File: src/rtl/cdb_pkg.sv
// ============================================================================
// cdb_pkg : common data bus types and widths shared with the RS and ROB
// Revision: 1.0
// ============================================================================
`default_nettype none

package cdb_pkg;

  localparam int TAG_W  = 6;
  localparam int DATA_W = 32;
  localparam int CDB_W  = TAG_W + DATA_W;
  localparam int N_CDB  = 3;

  typedef struct packed {
    logic [TAG_W-1:0]  tag;
    logic [DATA_W-1:0] data;
  } cdb_t;

  // Tag 0 is reserved, so an all-zero bus means "no broadcast".
  localparam cdb_t CDB_IDLE = '0;

endpackage

`default_nettype wire

File: src/rtl/rr_picker.sv
// ============================================================================
// rr_picker : first set bit of a pending mask, scanning upward from a start
//             index with wraparound; returns one-hot, index and found flag
// Revision: 1.0
// ============================================================================
`default_nettype none

module rr_picker #(
  parameter int N     = 4,
  parameter int IDX_W = $clog2(N)
) (
  input  logic [N-1:0]     pending,
  input  logic [IDX_W-1:0] start,
  output logic [N-1:0]     onehot,
  output logic [IDX_W-1:0] idx,
  output logic             found
);

  always_comb begin
    int               w_sum;
    logic [IDX_W-1:0] w_j;
    onehot = '0;
    idx    = '0;
    found  = 1'b0;
    w_sum  = 0;
    w_j    = '0;
    for (int k = 0; k < N; k++) begin
      w_sum = int'(start) + k;
      if (w_sum >= N) w_sum = w_sum - N;
      w_j = w_sum[IDX_W-1:0];
      if (!found && pending[w_j]) begin
        found       = 1'b1;
        onehot[w_j] = 1'b1;
        idx         = w_j;
      end
    end
  end

endmodule

`default_nettype wire

File: src/rtl/cdb_arbiter.sv
// ============================================================================
// cdb_arbiter : buffers one result per requester and grants up to three per
//               cycle, round-robin, onto the registered cdb1..cdb3 outputs
// Revision: 1.0
// ============================================================================
`default_nettype none

module cdb_arbiter
  import cdb_pkg::*;
#(
  parameter int N_REQ = 4
) (
  input  logic                   clk,
  input  logic                   reset,
  input  logic                   kill,
  input  logic [N_REQ-1:0]       req_valid,
  input  logic [N_REQ*CDB_W-1:0] req_data,
  output logic [N_REQ-1:0]       req_ready,
  output logic [CDB_W-1:0]       cdb1,
  output logic [CDB_W-1:0]       cdb2,
  output logic [CDB_W-1:0]       cdb3
);

  localparam int IDX_W = $clog2(N_REQ);

  logic [N_REQ-1:0] r_buf_valid;
  cdb_t             r_buf_data [N_REQ];
  logic [IDX_W-1:0] r_rr_ptr;
  cdb_t             r_cdb [N_CDB];

  logic [N_REQ-1:0] w_pend   [N_CDB];
  logic [N_REQ-1:0] w_onehot [N_CDB];
  logic [IDX_W-1:0] w_idx    [N_CDB];
  logic [N_CDB-1:0] w_found;
  logic [N_REQ-1:0] w_grant;
  logic [N_REQ-1:0] w_xfer;
  logic [IDX_W-1:0] w_last;
  logic [IDX_W-1:0] w_next_ptr;
  cdb_t             w_bus [N_CDB];

  // Each stage scans from the same pointer; masking earlier winners keeps
  // the three grants in scan order.
  for (genvar s = 0; s < N_CDB; s++) begin : g_stage
    if (s == 0) begin : g_first
      assign w_pend[s] = r_buf_valid;
    end else begin : g_next
      assign w_pend[s] = w_pend[s-1] & ~w_onehot[s-1];
    end

    rr_picker #(
      .N     (N_REQ),
      .IDX_W (IDX_W)
    ) u_pick (
      .pending (w_pend[s]),
      .start   (r_rr_ptr),
      .onehot  (w_onehot[s]),
      .idx     (w_idx[s]),
      .found   (w_found[s])
    );

    assign w_bus[s] = w_found[s] ? r_buf_data[w_idx[s]] : CDB_IDLE;
  end

  always_comb begin
    w_grant = '0;
    w_last  = '0;
    for (int s = 0; s < N_CDB; s++) begin
      w_grant = w_grant | w_onehot[s];
      if (w_found[s]) w_last = w_idx[s];
    end
  end

  assign w_next_ptr = (w_last == IDX_W'(N_REQ - 1)) ? '0 : w_last + 1'b1;
  assign req_ready  = ~r_buf_valid | w_grant;
  assign w_xfer     = req_valid & req_ready;

  always_ff @(posedge clk or posedge reset) begin
    if (reset) begin
      r_buf_valid <= '0;
      r_rr_ptr    <= '0;
      for (int s = 0; s < N_CDB; s++) r_cdb[s] <= CDB_IDLE;
    end else if (kill) begin
      r_buf_valid <= '0;
      for (int s = 0; s < N_CDB; s++) r_cdb[s] <= CDB_IDLE;
    end else begin
      r_buf_valid <= (r_buf_valid & ~w_grant) | w_xfer;
      for (int s = 0; s < N_CDB; s++) r_cdb[s] <= w_bus[s];
      if (|w_found) r_rr_ptr <= w_next_ptr;
    end
  end

  // Payload needs no reset: it is only observed behind r_buf_valid.
  always_ff @(posedge clk) begin
    for (int i = 0; i < N_REQ; i++) begin
      if (w_xfer[i]) r_buf_data[i] <= cdb_t'(req_data[i*CDB_W +: CDB_W]);
    end
  end

  assign cdb1 = r_cdb[0];
  assign cdb2 = r_cdb[1];
  assign cdb3 = r_cdb[2];

endmodule

`default_nettype wire

File: config.mk
export PLATFORM = sky130hd
export DESIGN_NAME = cdb_arbiter
export DESIGN_NICKNAME = d
export VERILOG_FILES = /design/src/rtl/cdb_pkg.sv /design/src/rtl/rr_picker.sv /design/src/rtl/cdb_arbiter.sv
export SDC_FILE = /design/constraint.sdc
export NUM_CORES = 1
export LEC_CHECK = 0
export CAP_MARGIN = 15
export CORE_ASPECT_RATIO = 0.7
export CORE_MARGIN = 2
export CORE_UTILIZATION = 43
export CTS_CLUSTER_SIZE = 20
export DETAILED_ROUTE_END_ITERATION = 6
export PLACE_DENSITY = 0.7
export SLEW_MARGIN = 20
export SYNTH_ARGS = -nofsm -noshare
export SYNTH_HDL_FRONTEND = slang
export SYNTH_SLANG_ARGS = --single-unit
File: constraint.sdc
create_clock -name clk -period 12.3 [get_ports clk]
set_clock_uncertainty 0.2 [all_clocks]
set_input_delay 2.46 -clock clk [delete_from_list [all_inputs] [get_ports clk]]
set_output_delay 2.46 -clock clk [all_outputs]
set_load 0.02 [all_outputs]
After elaboration in Yosys (flattened, before gate mapping)

Memories as Yosys holds them, arrays and structs flattened.
Cells that the tools add are included.
Widths: inputs -> output; s select.

Flip-flop bits (word level): 120
Bits in latches: 0
RAM bits: 152
Bits in read-only memories: 0
Bits of input ports: 159
Output and inout port bits: 118
Word-level logic and storage cells: 165
Memories: 1

Add/sub/neg operators: 8
$mul: 0
Divide/modulo/power cells: 0
Magnitude comparators: 12
Eq/ne operators: 1
Shifts and indexed selects: 0
Multiplexer cells: 89
Bitwise operators: 22
Reductions and logical operators: 24

Memories:

| name       | depth | width | rd ports | clocked after Yosys merged registers in | wr ports | line              | RTL |
|---|---|---|---|---|---|---|---|
| r_buf_data | 4     | 38    | 3        | 0                                       | 4        | cdb_arbiter.sv:27 | `cdb_t r_buf_data [N_REQ];` |

Operator list:

| cell                | number |
|---|---|
| $mux 114            | 1 |
| $mux 38             | 3 |
| $mux 4              | 13 |
| $or 4x4->4          | 13 |
| $mux 2              | 20 |
| $mux 1              | 36 |
| $bmux 1 s2          | 12 |
| $and 4x4->4         | 4 |
| $not 4->4           | 4 |
| $logic_and 1x1->1   | 13 |
| $lt 2x3->1 const B  | 4 |
| $ge 3x3->1 const B  | 3 |
| $logic_not 1->1     | 9 |
| $demux 1 s2         | 4 |
| $ge 2x1->1 const B  | 4 |
| $sub 2x1->2 const B | 4 |
| $add 2x2->3 const B | 2 |
| $add 2x1->3 const B | 1 |
| $ge 2x3->1 const B  | 1 |
| $reduce_or 3->1     | 1 |
| $add 2x1->2 const B | 1 |
| $eq 2x2->1 const B  | 1 |
| $reduce_and 2->1    | 1 |
| $not 1->1           | 1 |

Logic depth before layout (Yosys ltp)

Gate-level depths: netlist (run 1).

Word-level depth: 47
Depth in mapped cells: 21
Mapped depth without buffers: 14

By module

From an unflattened synthesis (run 1), not the netlist that was laid out.

Cell total of the unflattened synthesis: 721
Area, all modules: 12607.1 µm²

By module, submodules not included:

| module                            | instances | cells each | area an instance (µm²) | sequential area each (µm²) |
|---|---|---|---|---|
| cdb_arbiter                       | 1         | 586        | 11344.6                | 7567.3 |
| rr_picker (g_stage[1].u_pick ...) | 2         | 45         | 421.7                  | 0.0 |
| rr_picker (g_stage[0].u_pick)     | 1         | 45         | 419.2                  | 0.0 |

Worst setup path before layout (run 1)

OpenSTA, ideal clock, no wires.

Kind: register to output
Start: reg r_rr_ptr[0]
End: out req_ready[0]
Arrival: 4.656 ns
Required time: 9.640 ns
Setup slack: 4.984 ns
Cell stages (with the launch flop): 16
Buffers on the path: 3
Cells stage by stage: dfrtp_1 -> buf_6 -> buf_2 -> inv_1 -> buf_1 -> ha_1 -> mux4_2 -> nor4b_2 -> a211oi_1 -> mux4_2 -> and3_1 -> a211o_1 -> mux4_2 -> nor3_4 -> a22o_1 -> a21o_1

Cells in the longest elaborated chain, start to end: 44
Elaborated cells on any way between the ends: 114
Classes of those cells: add/sub (7); order compare (12); mux (57); bitwise (16); reduce/logical (22)

Ends and longest elaborated chain:

| what                                                 | line              | RTL |
|---|---|---|
| start: declaration                                   | cdb_arbiter.sv:28 | `logic [IDX_W-1:0] r_rr_ptr;` |
| start signal: assignment                             | cdb_arbiter.sv:88 | `if (\|w_found) r_rr_ptr <= w_next_ptr;` |
| branches (longest 42 deep; another with $add 2x1->3) | n/a               |  |
| $or 4x4->4 (*)                                       | cdb_arbiter.sv:68 | `w_grant = w_grant \| w_onehot[s];` |
| $or 4x4->4 (*)                                       | cdb_arbiter.sv:74 | `assign req_ready = ~r_buf_valid \| w_grant;` |
| end: declaration                                     | cdb_arbiter.sv:18 | `output logic [N_REQ-1:0] req_ready,` |

Mark *: on every way between the ends. The select of a mux whose other input is x is not followed.

Worst setup path after layout (run 1)

Start: reg r_rr_ptr[1]
End: out req_ready[1]

Same word-level chain as after synthesis.

==> run metrics, run 1 <==
Mean Syn Cell Area=14.05 um2; Peak Freq=0.1012 GHz; final wirelength=37730 um; FF-to-FF Start=r_rr_ptr[1]$_DFFE_PP0P_; # H-tree levels=1; Placeable Area=28890 um2; number of synthesized flops with an enable pin=152; drt wl/cell=24.40 um; global-route wire length before repair=55680 um; Total Routing Usage GR=24.12%; Core Rows=52; area grow syn2layout=30.95%; crit path buf inv count=2; Period minus WS final=9.881 ns; DR vias/cell=5.845; Detail Route Antenna Nets=0; Crit path required time=9.64 ns; Hold EP=cdb3[25]$_DFF_PP0_; post-DP HPWL=23290 um; crit end category=output port; max incr delay on CP=0.96 ns; R2R Setup Slk=4.14 ns; remaining global-route overflow=0; Root Driver=clkbuf_16; commonest non-fill, non-tap cell in the layout=clkdlybuf4s50_1; worst hold path type=register to register; sequential power share=28.0%; Netlist Area Pre-Place=12630 um2; vias in the first global route=9102; CTS tree=built; Final Util=57.25%; Net Switching=2.155 mW; Chip Width=208.8 um; I/O pin cnt=277; fin crit share=80.34%; worst r2r dst=cdb3[12]$_DFF_PP0_; endpoints failing hold=0; max cap viols=0; Max Slew Vio Count=0; First DRT Iteration DRCs=674; Clock Latency Late Sink=0.56 ns; outcome=complete, no violations; Die Ht=147.4 um; # DRC=0; syn_nets=1062; Netlist cell types=59; ys flop type=edfxtp_1; commonest non-fill, non-tap cells in the layout=276 x clkdlybuf4s50_1, 152 x edfxtp_1, 120 x dfrtp_1, 116 x mux2i_1, 81 x a211oi_1; fill count=2394; Slew @ Worst Pin=1.159 ns; Hold Crit Depth=2; CTS resizes=0; clock power share=15.8%; Final GP Congestion=0.8807; setup violation total in the final timing report=0; CTS clk-pin slew, worst paths=0.07 ns; layout cell share with drive strength beyond 1=9.957%; post-synthesis register bit count=272; CP max FO=23; PwrDens=306.8 nW/um2; nets=1308; post-CTS setup buffer count=0; ys async rst share=44.12%; Initial Util=43.72%; Comb power frac=56.2%; clk sink count=272; die area=30780 um2; LEAKAGE=6.134 nW; CP most frequent cell=mux4_2; CP max-delay cell=ha_1; RSZ-0062 raised after global routing=false; antenna violations before repair=6; switch share=42.47%; CTS max path bufs=3; Num CTS Buffers=27; hold path start=r_buf_data[1][25]$_DFFE_PP_; sequential area share after synthesis=59.92%; vias post-DR=9037; Synth warnings=0; port buffer count=276; cells along the critical path=inv_1, ha_1, mux4_2, nor4b_2, nor3_1, nor4_2, nor2_1, a211o_1, mux4_2, nor3_4, a22o_1, a21o_1, clkdlybuf4s50_1; drt first pass iters=5; Peak VDD IR=0.2736 mV; CP top delay family=simple AND/OR/NAND/NOR gates; final setup TNS=0 ns; Gate Count Post-Synth=899; Internal Power=2.919 mW; FF-to-FF path depth=14; WP data arrival=7.22 ns; largest net degree at the start of global routing=78; Hold-fix buffers, CTS=0; relative slew slack=22.73%; Critical Path Source Type=register; critical path type=register to output port
## cell usage after synthesis (2+ instances only)
library cell | instances | area share [%]
edfxtp_1 | 152 | 36
dfrtp_1 | 120 | 24
mux2i_1 | 116 | 9.2
a211oi_1 | 81 | 4.8
nor2b_1 | 80 | 4.0
mux4_2 | 42 | 7.5
o22ai_1 | 41 | 2.0
clkbuf_1 | 36 | 1.1
nor2_1 | 23 | 0.68
nand2_1 | 17 | 0.51
buf_1 | 16 | 0.48
nor3_1 | 16 | 0.63
a21oi_1 | 14 | 0.55
inv_1 | 12 | 0.36
nand3_1 | 11 | 0.44
buf_2 | 10 | 0.40
a21o_1 | 8 | 0.48
and3_1 | 8 | 0.40
buf_6 | 6 | 0.53
a211o_1 | 5 | 0.35
and2_1 | 5 | 0.25
nand3b_1 | 5 | 0.30
o21ai_0 | 5 | 0.20
a22o_1 | 4 | 0.28
a31oi_1 | 4 | 0.20
buf_4 | 4 | 0.24
ha_1 | 4 | 0.40
o211a_1 | 4 | 0.32
o31ai_1 | 4 | 0.24
a221o_1 | 3 | 0.24
o2111ai_1 | 3 | 0.21
o21bai_1 | 3 | 0.18
o31a_1 | 3 | 0.21
or2_1 | 3 | 0.15
a221oi_1 | 2 | 0.14
nand2b_1 | 2 | 0.099
nor4_1 | 2 | 0.099
o21a_1 | 2 | 0.12
o221ai_1 | 2 | 0.14
o32ai_1 | 2 | 0.14
## worst register-to-register path: stages, from the launching register on
cell	delay, ns
dfrtp_1	0.87
inv_1	0.50
ha_1	0.96
mux4_2	0.71
nor4b_2	0.65
nor3_1	0.18
nor4_2	0.49
nor2_1	0.16
a2111oi_0	0.53
or2_1	0.32
a31oi_1	0.17
o2bb2ai_4	0.79
buf_4	0.95
mux2i_1	0.38
o22ai_1	0.11
## flip-flops by register name, summed over array words and instances, names as in the netlist
name	flops
r_buf_data	152
cdb1	38
cdb2	38
cdb3	38
r_buf_valid	4
r_rr_ptr	2
## worst max path at each step
stage / start / endpoint / depth (start not counted)
final: r_rr_ptr[1]$_DFFE_PP0P_ / req_ready[1] / 13
after floorplan: r_rr_ptr[0]$_DFFE_PP0P_ / req_ready[0] / 15
after CTS: r_rr_ptr[1]$_DFFE_PP0P_ / req_ready[1] / 13
after global routing: r_rr_ptr[1]$_DFFE_PP0P_ / req_ready[1] / 13
after detailed placement: r_rr_ptr[1]$_DFFE_PP0P_ / req_ready[1] / 14
after global placement: r_rr_ptr[1]$_DFFE_PP0P_ / req_ready[1] / 13
## cell families (layout without fill, tap and decap cells)
group	count (synthesis)	in the layout	share of synthesized area [%]
AOI/OAI and AO/OA	202	202	11.82
and+or+nand+nor	178	178	8.016
other	0	3	0
muxes	159	159	16.77
DFF	272	272	59.92
adders and majority gates	4	4	0.3963
buffers and inverters	84	350	3.071
## power by group through the flow
stage	combinational, mW	sequential, mW	clock, mW
after floorplan	1.82	1.55	0
after global placement	2.83	1.43	0
after detailed placement	2.85	1.43	0
after CTS	2.85	1.42	0.818
after global routing	3.03	1.45	0.852
final	2.85	1.42	0.802
## metrics by stage
step	setup slack (ns)	std cells	hold slack, ns	instance area [um2]	power [mW]
4_1_cts	2.485	1543	0.4051	16530	5.091
3_5_place_dp	3.111	1494	0.3914	15680	4.281
3_3_place_gp	3.132	1494	0.3812	15680	4.255
2_1_floorplan	4.984	899	0.3332	12630	3.372
6_report	2.419	1546	0.4033	16540	5.073
5_1_grt	1.957	1545	0.4363	16530	5.334
## area by class of cell
cell class,count,area [um2],area share (%)
well taps,378,473.0,2.860
clock buffers,42,782.0,4.729
inverters,12,50.05,0.3026
multi-input cells,543,4731,28.61
diodes,3,7.507,0.04540
flip-flops and latches,272,7567,45.76
clock inverters,7,66.31,0.4010
repair buffers,289,2860,17.30
## metal layers
| metal | global-route usage (%) | routed length (um) |
|---|---|---|
| met5 | 0 | 42 |
| met4 | 6.500 | 856 |
| met3 | 7.946 | 3846 |
| met2 | 37.22 | 16820 |
| met1 | 32.99 | 16170 |
No activity file was read; power rests on OpenSTA's default activity.
==> inputs of run 2 (changes only) <==
PLACE_DENSITY = 0.72   (was 0.7)
clock period = 8.05 ns   (was 12.3 ns; I/O delays follow)
==> run 2 against run 1 <==
  * Critical path depth up 1
  * Non-clock buffer count up 7
  * Sequential power is 51% higher
  * Register-to-register slack lost 2.0 ns
  * Die area did not move
  * Sequential share of layout area shrank 0.51 points
  * Routed wire length fell by 0.34%
  * Cell area rose by 1.1%
  * Clock power up 63%
  * Clock-buffer cell count fell by 3
  * Final cell count grew 0.52%
  * Flip-flop and latch count unchanged
  * Critical endpoint unchanged
  * Largest cell class unchanged
  * Highest routed layer is now met4
==> run metrics, run 2 (synthesis results as in run 1) <==
switch share=41.97%; Max Slew Vio Count=0; nets=1316; post-DP HPWL=24250 um; Internal Power=4.565 mW; PwrDens=470.5 nW/um2; Chip Width=208.8 um; cells along the critical path=inv_1, ha_1, mux4_2, nand2b_1, nor3_1, nor4_1, nor4_2, nor2_1, a211o_1, mux4_2, nor3_4, a22o_1, a21o_1, clkdlybuf4s50_1; commonest non-fill, non-tap cells in the layout=276 x clkdlybuf4s50_1, 152 x edfxtp_1, 120 x dfrtp_1, 116 x mux2i_1, 81 x a211oi_1; area grow syn2layout=32.42%; CTS max path bufs=3; CTS tree=built; drt first pass iters=5; LEAKAGE=6.233 nW; final setup TNS=0 ns; Finished Layout Cells=1554; post-CTS setup buffer count=0; Final Util=57.89%; setup slack after layout=0.6410 ns; Detail Route Antenna Nets=0; CTS clk-pin slew, worst paths=0.06 ns; Largest register FFs=152; # DRC=0; die area=30780 um2; Placeable Area=28890 um2; gr busiest metal=met2; largest net degree at the start of global routing=78; worst hold path type=register to register; max cap viols=0; DR vias/cell=5.817; overall power=7.867 mW; Critical Path Source Type=register; crit end category=output port; First DRT Iteration DRCs=733; endpoints failing hold=0; Final GP Congestion=0.9387; Clock Latency Late Sink=0.55 ns; Net Switching=3.302 mW; vias post-DR=9040; I/O pin cnt=277; Hold-fix buffers, CTS=0; Slew @ Worst Pin=1.087 ns; CP most frequent cell=mux4_2; CTS resizes=0; Peak Freq=0.1350 GHz; global-route wire length before repair=55700 um; Die Ht=147.4 um; clock power share=16.7%; Total Routing Usage GR=24.23%; met3 usage=7.967%; Peak VDD IR=0.3344 mV; # H-tree levels=1; Core Rows=52; M1 GR Usage=32.85%; relative slew slack=27.52%; Root Driver=clkbuf_16; critical path type=register to output port; setup violation total in the final timing report=0; pre-CTS setup slack=1.337 ns; port buffer count=276; drt wl/cell=24.20 um; dpl cells=1501; Num CTS Buffers=28; WP data arrival=5.60 ns; Comb power frac=56.0%; outcome=complete, no violations; RSZ-0062 raised after global routing=false; CP max-delay cell=clkdlybuf4s50_1; antenna violations before repair=0; layout cell share with drive strength beyond 1=10.98%; vias in the first global route=9027; CP max FO=8; Period minus WS final=7.409 ns; clk sink count=272; fin crit share=92.04%; Initial Util=43.72%; remaining global-route overflow=0; sequential power share=27.3%; met2 usage=38.72%; Crit path required time=6.24 ns; max incr delay on CP=0.64 ns; final wirelength=37600 um; Top reg by flops=r_buf_data; commonest non-fill, non-tap cell in the layout=clkdlybuf4s50_1
## run 2: cell type report
type / instances / area (um2)
diodes: 1 / 2.502
clock buffers: 39 / 823.3
clock inverters: 13 / 125.1
fillers: 2332 / 12170
inverters: 12 / 50.05
multi-input cells: 543 / 4731
flip-flops and latches: 272 / 7567
well taps: 378 / 473.0
repair buffers: 296 / 2950
## run 2: worst paths after layout
check / startpoint / end / slack [ns] / cells after the start
max in group asynchronous: reset / cdb1[25]$_DFF_PP0_ / 5.06 / 3
setup / recovery: r_rr_ptr[1]$_DFFE_PP0P_ / req_ready[1] / 0.64 / 14
setup reg to reg: r_rr_ptr[1]$_DFFE_PP0P_ / cdb3[36]$_DFF_PP0_ / 2.13 / 15
min in group asynchronous: reset / cdb3[0]$_DFF_PP0_ / 1.28 / 2
hold / removal: r_buf_data[1][37]$_DFFE_PP_ / cdb3[37]$_DFF_PP0_ / 0.39 / 2
hold reg to reg: r_buf_data[1][37]$_DFFE_PP_ / cdb3[37]$_DFF_PP0_ / 0.39 / 2
## run 2: through the flow
stage,hold WS [ns],area (um2)
finish,0.3915,16720
global route,0.4200,16720
CTS,0.4015,16720
detailed placement,0.3878,15770
global placement,0.3829,15770
floorplan,0.3332,12630
## run 2: power by group through the flow
stage / sequential, mW / combinational [mW] / clock [mW]
floorplan: 2.37 / 2.79 / 0
global placement: 2.16 / 4.36 / 0
detailed placement: 2.17 / 4.40 / 0
CTS: 2.15 / 4.40 / 1.33
global route: 2.19 / 4.69 / 1.39
finish: 2.15 / 4.41 / 1.31
## run 2: worst max-delay path: cells and delay by family, from the launching register on
family	cells	cell delay, ns
flops	1	0.35
buf+inv	2	0.70
fa+ha+maj	1	0.31
compound gates	3	0.77
simple gates	6	1.79
mux	2	1.14
## run 2: per-layer routing
layer  up-vias  routed length [um]
met4         0                 650
met2       442               17280
li1       4026                   -
met5         -                   0
met1      4519               15910
met3        53                3762
==> inputs of run 3 (changes only) <==
CORE_UTILIZATION = 45   (was 43)
PLACE_DENSITY = 0.75   (was 0.72)
clock period = 6.8 ns   (was 8.05 ns; I/O delays follow)
==> run 3 against run 2 <==
  * Die area is 4.3% lower
  * Sequential share of layout area is 0.061 points lower
  * Global-route usage is 0.65 points higher
  * Largest cell class unchanged
  * Highest routed layer unchanged
==> run metrics, run 3 (synthesis results as in run 1) <==
final wirelength=36970 um; max cap viols=0; FF-to-FF path depth=15; Net Switching=3.921 mW; crit end category=output port; Final GP Congestion=0.8886; vias post-DR=9005; die area=29440 um2; Chip Width=204.2 um; overall power=9.253 mW; Root Driver=clkbuf_16; vias in the first global route=9069; First DRT Iteration DRCs=680; Crit path required time=5.24 ns; Peak VDD IR=0.5542 mV; antenna violations before repair=0; Core Rows=51; remaining global-route overflow=0; Critical Path Source Type=register; final setup TNS=0 ns; endpoints failing hold=0; # H-tree levels=1; largest net degree at the start of global routing=67; Comb power frac=56.7%; CTS clk-pin slew, worst paths=0.06 ns; Initial Util=45.60%; # DRC=0; Largest register FFs=152; clk sink count=272; critical path type=register to output port; PwrDens=552.6 nW/um2; Setup crit end=req_ready[3]; Die Ht=144.2 um; CP max FO=8; drt first pass iters=5; Finished Layout Cells=1548; nets=1318; Setup crit start=r_rr_ptr[0]$_DFFE_PP0P_; commonest non-fill, non-tap cell in the layout=clkdlybuf4s50_1; dpl cells=1495; relative slew slack=23.53%; DR vias/cell=5.817; Num CTS Buffers=27; post-DP HPWL=23710 um; CTS max path bufs=3; Detail Route Antenna Nets=0; CTS tree=built; setup violation total in the final timing report=0; Hold WS=0.3974 ns; clock power share=15.6%; Final Cell Area=16740 um2; drt wl/cell=23.88 um; LEAKAGE=6.249 nW; Peak Freq=0.1502 GHz; FF-to-FF Start=r_rr_ptr[0]$_DFFE_PP0P_; sequential power share=27.6%; WP data arrival=5.10 ns; commonest non-fill, non-tap cells in the layout=272 x clkdlybuf4s50_1, 152 x edfxtp_1, 120 x dfrtp_1, 116 x mux2i_1, 81 x a211oi_1; Internal Power=5.332 mW; Top reg by flops=r_buf_data; worst hold path type=register to register; worst r2r dst=r_buf_data[0][7]$_DFFE_PP_; global-route wire length before repair=54340 um; R2R Setup Slk=1.12 ns; Period minus WS final=6.657 ns; Max Slew Vio Count=0; Slew @ Worst Pin=1.147 ns; port buffer count=276; Placeable Area=27690 um2; Clock Latency Late Sink=0.56 ns; switch share=42.38%; layout cell share with drive strength beyond 1=11.90%; I/O pin cnt=277; Total Routing Usage GR=24.88%; fin crit share=97.89%; outcome=complete, no violations; Post-DP Area=15780 um2; area grow syn2layout=32.60%
[run 3: cell types whose count changed in the layout (fill, tap and decap cells not counted), sizes merged]
cell / delta
clkdlybuf4s15: +3
clkbuf: -4
clkdlybuf4s50: -4
inv: +2
bufinv: -1
buf: +3
clkinv: +2
[run 3: critical path: stages, from the launching register on]
cell,delay (ns)
dfrtp_1,0.37
inv_1,0.06
ha_1,0.32
mux4_2,0.60
nand3b_1,0.15
o2111ai_2,0.25
o211a_1,0.29
mux4_2,0.51
and3_1,0.20
a211o_1,0.36
mux4_2,0.52
nor3_4,0.26
a22o_1,0.17
a21o_1,0.16
clkdlybuf4s15_1,0.31
[run 3: metal layers]
| layer | up-vias | track usage (%) | part of all wire, % |
|---|---|---|---|
| met3 | 67 | 8.720 | 11 |
| met2 | 415 | 38.88 | 45 |
| li1 | 4030 | - | - |
| met5 | - | 0 | 0 |
| met4 | 0 | 7.666 | 2.8 |
| met1 | 4493 | 32.82 | 41 |
[run 3: through the flow]
| step | utilization (%) | worst slack (ns) |
|---|---|---|
| 6_report | 60.46 | 0.1434 |
| 3_3_place_gp | 56.99 | 0.3488 |
| 2_1_floorplan | - | 0.5526 |
| 5_1_grt | 60.45 | -0.01197 |
| 4_1_cts | 60.26 | 0.08910 |
| 3_5_place_dp | 56.99 | 0.3492 |
[run 3: how the worst min path moves through the flow]
| stage | start | endpoint | slack, ns | cells past startpoint |
|---|---|---|---|---|
| after global placement | r_buf_data[1][37]$_DFFE_PP_ | cdb3[37]$_DFF_PP0_ | 0.37 | 2 |
| after detailed placement | r_buf_data[1][37]$_DFFE_PP_ | cdb3[37]$_DFF_PP0_ | 0.38 | 2 |
| final | r_buf_data[1][37]$_DFFE_PP_ | cdb3[37]$_DFF_PP0_ | 0.40 | 2 |
| after floorplan | r_buf_data[1][37]$_DFFE_PP_ | cdb3[37]$_DFF_PP0_ | 0.33 | 2 |
| after global routing | r_buf_data[1][37]$_DFFE_PP_ | cdb3[37]$_DFF_PP0_ | 0.42 | 2 |
| after CTS | r_buf_data[1][37]$_DFFE_PP_ | cdb3[37]$_DFF_PP0_ | 0.40 | 2 |
[run 3: final cells by class]
| type | instances | area [um2] |
|---|---|---|
| inverter | 12 | 50.05 |
| multi-input combinational | 543 | 4817 |
| tap | 371 | 464.2 |
| antenna | 1 | 2.502 |
| timing repair buffer | 299 | 2984 |
| sequential | 272 | 7567 |
| clock inverter | 16 | 127.6 |
| fill | 2163 | 10950 |
| clock buffer | 34 | 732.0 |
[run 3: timing repair]
| action | CTS | global route |
|---|---|---|
| hold buffers | 0 | 0 |
| cloned | 0 | 0 |
| resized for setup | 11 | 11 |
| pin swaps | 2 | 0 |
| buffers inserted | 1 | 1 |
| endpoints found under the setup margin | 4 | 4 |
[run 3: power groups by stage]
stage               clock network [mW]  logic (mW)  registers (mW)
global placement                     0        5.12            2.57
global route                      1.54        5.60            2.60
floorplan                            0        3.30            2.80
CTS                               1.47        5.19            2.55
detailed placement                   0        5.17            2.57
finish                            1.45        5.25            2.56
